$ cat config.mk
export PLATFORM = sky130hd
export DESIGN_NAME = exe_hazard_scoreboard
export DESIGN_NICKNAME = d
export VERILOG_FILES = /design/src/rtl/exe_hazard_scoreboard.sv
export SDC_FILE = /design/constraint.sdc
export NUM_CORES = 1
export LEC_CHECK = 0
export BUFFER_PORTS_ARGS = -buffer_cell sky130_fd_sc_hd__buf_4
export CAP_MARGIN = 20
export CORE_ASPECT_RATIO = 2
export CORE_MARGIN = 1.5
export CORE_UTILIZATION = 57
export DETAILED_ROUTE_END_ITERATION = 12
export MAX_ROUTING_LAYER = met4
export PLACE_DENSITY = 0.87
export SYNTH_ARGS = -nofsm -noshare
export SYNTH_HDL_FRONTEND = slang
export SYNTH_SLANG_ARGS = --single-unit
export TNS_END_PERCENT = 100
$ cat constraint.sdc
create_clock -name clk -period 5.5 [get_ports clk]
set_clock_uncertainty 0.05 [all_clocks]
set_input_delay 0.825 -clock clk [delete_from_list [all_inputs] [get_ports clk]]
set_output_delay 0.825 -clock clk [all_outputs]
set_load 0.05 [all_outputs]
$ cat src/rtl/exe_hazard_scoreboard.sv
// Hazard and forwarding controller for the 5-stage pipeline. It keeps a shadow copy of the
// EX/MEM/WB destinations, and from it drives the EX forwarding selects, the stalls and the MDU interlock.
module exe_hazard_scoreboard #(
  parameter int unsigned NRP     = 2,
  parameter int unsigned WSW     = 3,
  parameter int unsigned NWS     = 4,
  parameter int unsigned FWW     = 3,
  parameter int unsigned LOAD_WS = 1,
  parameter int unsigned MDU_LAT = 32
) (
  input  logic               clk,
  input  logic               rst,
  input  logic               id_valid,
  input  logic [NRP*5-1:0]   id_ra,
  input  logic [NRP-1:0]     id_ra_used,
  input  logic               id_we,
  input  logic [4:0]         id_wa,
  input  logic [WSW-1:0]     id_ws,
  input  logic               id_mdu_start,
  input  logic               id_mdu_read,
  input  logic               flush,
  output logic               stall,
  output logic [NRP*FWW-1:0] ex_fw_src,
  output logic               mdu_busy,
  output logic [31:0]        stall_cycles
);

  localparam logic [FWW-1:0] WbSel  = FWW'(NWS + 1);
  localparam logic [FWW-1:0] OneSel = FWW'(1);
  localparam logic [WSW-1:0] LoadWs = WSW'(LOAD_WS);
  localparam logic [7:0]     MduLat = 8'(MDU_LAT);

  logic               ex_we_q, mem_we_q, wb_we_q;
  logic [4:0]         ex_wa_q, mem_wa_q, wb_wa_q;
  logic [WSW-1:0]     ex_ws_q, mem_ws_q, wb_ws_q;
  logic [NRP*5-1:0]   ex_ra_q;
  logic [NRP-1:0]     ex_used_q;
  logic [7:0]         cnt_q, cnt_d;
  logic [31:0]        stall_cycles_q;

  logic lu, mu, ex_load, mdu_accept;

  always_comb begin
    lu = 1'b0;
    for (int k = 0; k < NRP; k++) begin
      if (id_ra_used[k] && (id_ra[5*k +: 5] != 5'd0) && ex_we_q && (ex_ws_q == LoadWs) &&
          (ex_wa_q == id_ra[5*k +: 5])) begin
        lu = 1'b1;
      end
    end
    lu = lu & id_valid;
  end

  assign mdu_busy   = (cnt_q != 8'd0);
  assign mu         = id_valid & (id_mdu_start | id_mdu_read) & mdu_busy;
  // A squashed instruction must never hold the front end.
  assign stall      = (lu | mu) & ~flush;
  assign ex_load    = id_valid & ~stall & ~flush;
  assign mdu_accept = id_valid & id_mdu_start & ~stall & ~flush;

  always_comb begin
    cnt_d = cnt_q;
    if (mdu_accept) begin
      cnt_d = MduLat;
    end else if (cnt_q != 8'd0) begin
      cnt_d = cnt_q - 8'd1;
    end
  end

  // MEM has priority over WB; r0 is never forwarded.
  always_comb begin
    ex_fw_src = '0;
    for (int k = 0; k < NRP; k++) begin
      if (ex_used_q[k] && (ex_ra_q[5*k +: 5] != 5'd0)) begin
        if (mem_we_q && (mem_wa_q == ex_ra_q[5*k +: 5])) begin
          ex_fw_src[FWW*k +: FWW] = FWW'(mem_ws_q) + OneSel;
        end else if (wb_we_q && (wb_wa_q == ex_ra_q[5*k +: 5])) begin
          ex_fw_src[FWW*k +: FWW] = WbSel;
        end
      end
    end
  end

  always_ff @(posedge clk) begin
    if (rst) begin
      ex_we_q        <= 1'b0;
      ex_wa_q        <= 5'd0;
      ex_ws_q        <= '0;
      ex_ra_q        <= '0;
      ex_used_q      <= '0;
      mem_we_q       <= 1'b0;
      mem_wa_q       <= 5'd0;
      mem_ws_q       <= '0;
      wb_we_q        <= 1'b0;
      wb_wa_q        <= 5'd0;
      wb_ws_q        <= '0;
      cnt_q          <= 8'd0;
      stall_cycles_q <= 32'd0;
    end else begin
      mem_we_q <= ex_we_q;
      mem_wa_q <= ex_wa_q;
      mem_ws_q <= ex_ws_q;
      wb_we_q  <= mem_we_q;
      wb_wa_q  <= mem_wa_q;
      wb_ws_q  <= mem_ws_q;
      if (ex_load) begin
        ex_we_q   <= id_we;
        ex_wa_q   <= id_wa;
        ex_ws_q   <= id_ws;
        ex_ra_q   <= id_ra;
        ex_used_q <= id_ra_used;
      end else begin
        ex_we_q   <= 1'b0;
        ex_used_q <= '0;
      end
      cnt_q <= cnt_d;
      if (stall) begin
        stall_cycles_q <= stall_cycles_q + 32'd1;
      end
    end
  end

  assign stall_cycles = stall_cycles_q;

endmodule

# Word level (Yosys, flattened, before mapping)
# Cells that the tools add are included.
[totals]
reg_bits = 76
input_bits = 27
out_inout_bits = 40
wordCells = 69
[classes]
add_sub_neg = 3
n_eq_ne = 7
n_mux = 10
n_bitwise = 14
reduce_logical = 22
[ops]
columns = ["cell", "count"]
rows = [
  ["32-bit by 1-bit adder with 32-bit output, second input constant", 1],
  ["5-bit == test", 6],
  ["5-bit nonzero test", 4],
  ["3-bit 2-to-1 mux", 6],
  ["1-bit logical AND", 14],
  ["6-bit 2-to-1 mux", 2],
  ["1-bit AND", 9],
  ["8-bit nonzero test", 1],
  ["8-bit by 1-bit subtractor with 8-bit output, second input constant", 1],
  ["2-bit OR reduction", 2],
  ["3-bit by 1-bit adder with 3-bit output, second input constant", 1],
  ["3-bit by 1-bit == test with 1-bit output, second input constant", 1],
  ["1-bit NOT", 3],
  ["1-bit 2-to-1 mux", 2],
  ["1-bit OR", 2],
  ["2-bit nonzero test", 1],
]

# Longest topological paths before layout
[logic_depth]
depth_word = 15
mapped_depth = 9
depth_no_buf = 7

# Least setup slack after synthesis
# No wires, ideal clock.
[synth_timing]
kind = "input-to-output"
from = "input port id_ra[5]"
to = "output port stall"
arrival_ps = 2667
t_required_ps = 4625
setup_slack_ps = 1958
path_stages = 6
n_path_buf = 2
path_cell_list = "xor2_1 > nor4_2 > nand3_1 > buf_2 > clkbuf_1 > a21oi_1"
[synth_via]
elab_chain_cells = 9
word_cells_on_any_way = 10
classes_between = "eq/ne: 1; mux: 1; bitwise: 3; reduce/logical: 5"
[synth_rtl]
columns = ["item", "line_no", "source"]
rows = [
  ["start: declaration", "14", "input logic [NRP*5-1:0] id_ra,"],
  ["5-bit nonzero test", "46", "if (id_ra_used[k] && (id_ra[5*k +: 5] != 5'd0) && ex_we_q && (ex_ws_q == LoadWs) &&"],
  ["1-bit logical AND (3 in series)", "46", ""],
  ["1-bit logical AND *", "46", ""],
  ["1-bit 2-to-1 mux *", "46", ""],
  ["1-bit AND *", "51", "lu = lu & id_valid;"],
  ["1-bit OR *", "57", "assign stall = (lu | mu) & ~flush;"],
  ["1-bit AND *", "57", ""],
  ["end: declaration", "22", "output logic stall,"],
]
# Mark *: on every way between the ends. The rest lies on a longest branch, timed or not.

# Worst setup path after layout
# Same ends and word-level chain as after synthesis.

==> flow_summary.ini <==
[die]
die_area_sq_um = 7750
die_y_um = 123
rows = 43
die_w_um = 63
io_pins = 67
core-area_sq_um = 6940
start_util_pct = 59.1

[drt]
drc_errors = 0
via_per_inst = 6.42
vias = 3966
dr.pass1.iters = 6
ant_nets = 0
first_iter_violations = 303
wl_um = 11300
wl_per_cell_um = 18.3

[yosys]
synth_seq_cells = 76
synth_area_sq_um = 4100
synth_warnings = 0
synthArstFlopShare_pct = 0
ys_seq_area_share_pct = 37.1
syn_avg_cell_area_sq_um = 8.62
synth_edf_count = 0
synth_flop_cell = dfxtp_1
syn-instance-count = 476
syn-num-nets = 506
ys_types = 41

[critical_path]
cp-startpoint = id_ra[5]
end_kind = output port
cpPeakStageDelay_ns = 0.47
critical_path.cell_chain = buf_4 -> xor2_1 -> nor4_2 -> nand3_1 -> buf_4 -> a21oi_1 -> buf_4
critical_path_required_ns = 4.62
critPathSlowestCell = nor4_2
startpoint_type = primary input
rr_startpoint = cnt_q[0]
critical_path_arrival_ns = 2.37
cp.depth = 7
path_common_cell = buf_4
cp_max_fo = 29
critPathKind = primary input to output port
ff2ff_path_depth = 8
critPathTopFamily = buffers and inverters
critPathBufInv = 3

[pwr]
power_leakage_nw = 1.99
switchingPower_mw = 0.528
powerDensity_nw_per_um2 = 338
power_frac_seq_pct = 38.1
p_sw_share_pct = 31.6
clkPwrFrac_pct = 37.8
power_frac_comb_pct = 24.1
p_int_mw = 1.14
peakVddDrop_uv = 281

[clock_network]
clockBufferDepth = 2
cts_sinks = 76
hold_buffers = 0
cts_tree = built
post_cts_buffers = 0
insertion_delay_ns = 0.34
ctsResizeCount = 0
clk_pin_slew_worst_paths_ns = 0.05
clock-root-buffer = clkbuf_16
cts_buffers = 9
cts.htree.levels = 3

[timing]
fin_setup_tns_ns = 0
grt_setup_unrepaired = false
setup_viol = 0
slew_headroom_pct = 34.2
setup_slack_ns = 2.26
drv_slew = 0
finalCritPeriodShare_pct = 59.0
worst_pin_slew_ns = 0.987
fmaxAchievable_ghz = 0.308
finalHoldViolCount = 0
fin_crit_ns = 3.24

[global_route]
grt_pass1_wl_um = 18000
grt_antenna_before_repair = 0
grt_max_degree = 106
grt.total_usage_pct = 31.1
grt_pass1_vias = 3754
gr-total-overflow = 0

[hold_path]
hp-start = cnt_q[7]
worstHoldPathType = flip-flop to flip-flop
whs_path_depth = 2

[placed_design]
dp.final_hpwl_um = 7870
io_buffers = 66
post-place-ws_ns = 2.20
gp_congestion = 0.914

[final_layout]
diodes = 0
final_cell_mix = dfxtp_1 (76), buf_4 (70), nor2b_1 (41), nor2_1 (41), nand4_1 (35)
syn_to_final_growth_pct = 20.2
fin_nets = 553
drive_above_1_share_pct = 23.7
post-route-util_pct = 71.1
final_common_cell = dfxtp_1

[job]
max-cap-violations = 0

[run_status]
status = finished clean
[final timing paths]
path | slack (ns) | to
worst max-delay path | 2.26 | stall
worst min-delay path | 0.44 | cnt_q[6]
worst max register to register | 2.53 | stall_cycles[31]
worst min register to register | 0.44 | cnt_q[6]
[worst min-delay path: cells and delay by family, from the launching register on]
kind,cells,cell delay [ns]
compound gates,1,0.05
flops,1,0.33
simple gates,1,0.06
[layout make-up]
| class | count | area (sq um) |
|---|---|---|
| Clock buffer | 12 | 246 |
| Clock inverter | 4 | 72.6 |
| Fill cell | 515 | 2010 |
| Inverter | 12 | 45.0 |
| Multi-Input combinational cell | 354 | 2410 |
| Sequential cell | 76 | 1520 |
| Tap cell | 90 | 113 |
| Timing Repair Buffer | 70 | 526 |
[Yosys cell counts (3+ instances only)]
| cell type | count | area (sq um) |
|---|---|---|
| dfxtp_1 | 76 | 1520 |
| nor3b_1 | 3 | 22.5 |
| nor2_1 | 41 | 154 |
| xor2_1 | 24 | 210 |
| a31oi_1 | 18 | 113 |
| ha_1 | 3 | 37.5 |
| o211ai_1 | 3 | 22.5 |
| nor2b_1 | 42 | 263 |
| mux2_2 | 29 | 327 |
| nand4_1 | 35 | 219 |
| buf_2 | 7 | 35.0 |
| nand3_1 | 14 | 70.1 |
| and3_1 | 11 | 68.8 |
| o31ai_1 | 18 | 135 |
| a2111oi_2 | 3 | 45.0 |
| clkbuf_1 | 25 | 93.8 |
| xnor2_1 | 9 | 78.8 |
| a211oi_1 | 5 | 37.5 |
| nand2b_1 | 5 | 31.3 |
| a311oi_1 | 4 | 35.0 |
| nand2_1 | 20 | 75.1 |
| a21oi_1 | 29 | 145 |
| nor4_1 | 8 | 50.1 |
| inv_1 | 12 | 45.0 |
| nor3_1 | 8 | 40.0 |
[cell families after synthesis]
group	Yosys count	synth area share, %
fa+ha+maj	3	0.915
flops	76	37.1
simple gates	199	27.7
xor+xnor	33	7.04
compound gates	89	14.7
mux	30	8.20
buf+inv	46	4.42
[per-stage QoR]
| step | hold slack (ns) | area [sq um] | power (mW) | std cells |
|---|---|---|---|---|
| after floorplan | 0.394 | 4100 | 0.937 | 476 |
| after global placement | 0.415 | 4610 | 1.02 | 602 |
| after detailed placement | 0.431 | 4610 | 1.04 | 602 |
| after CTS | 0.437 | 4930 | 1.67 | 618 |
| after global routing | 0.461 | 4930 | 1.73 | 618 |
| final | 0.443 | 4930 | 1.67 | 618 |
[sequential cells by signal (all words and copies together), names as in the netlist]
signal,count
ex_wa_q,5
wb_we_q,1
cnt_q,8
mem_ws_q,3
ex_used_q,2
ex_we_q,1
stall_cycles,32
mem_we_q,1
mem_wa_q,5
ex_ws_q,3
ex_ra_q,10
wb_wa_q,5
[power by group through the flow]
stage / Sequential, mW / Clock, mW / Combinational, mW
4_1_cts: 0.635 / 0.637 / 0.398
3_5_place_dp: 0.646 / 0 / 0.395
2_1_floorplan: 0.638 / 0 / 0.298
5_1_grt: 0.641 / 0.655 / 0.437
6_report: 0.636 / 0.630 / 0.403
3_3_place_gp: 0.644 / 0 / 0.380
[routing by layer]
| metal | track usage (%) | vias up | share of wire, % |
|---|---|---|---|
| li1 | - | 1832 | - |
| met1 | 29.2 | 1882 | 34 |
| met2 | 55.9 | 196 | 54 |
| met3 | 5.37 | 56 | 5.2 |
| met4 | 23.3 | 0 | 6.6 |
| met5 | - | - | 0 |
Note: power is estimated with default switching activity, not from simulation.
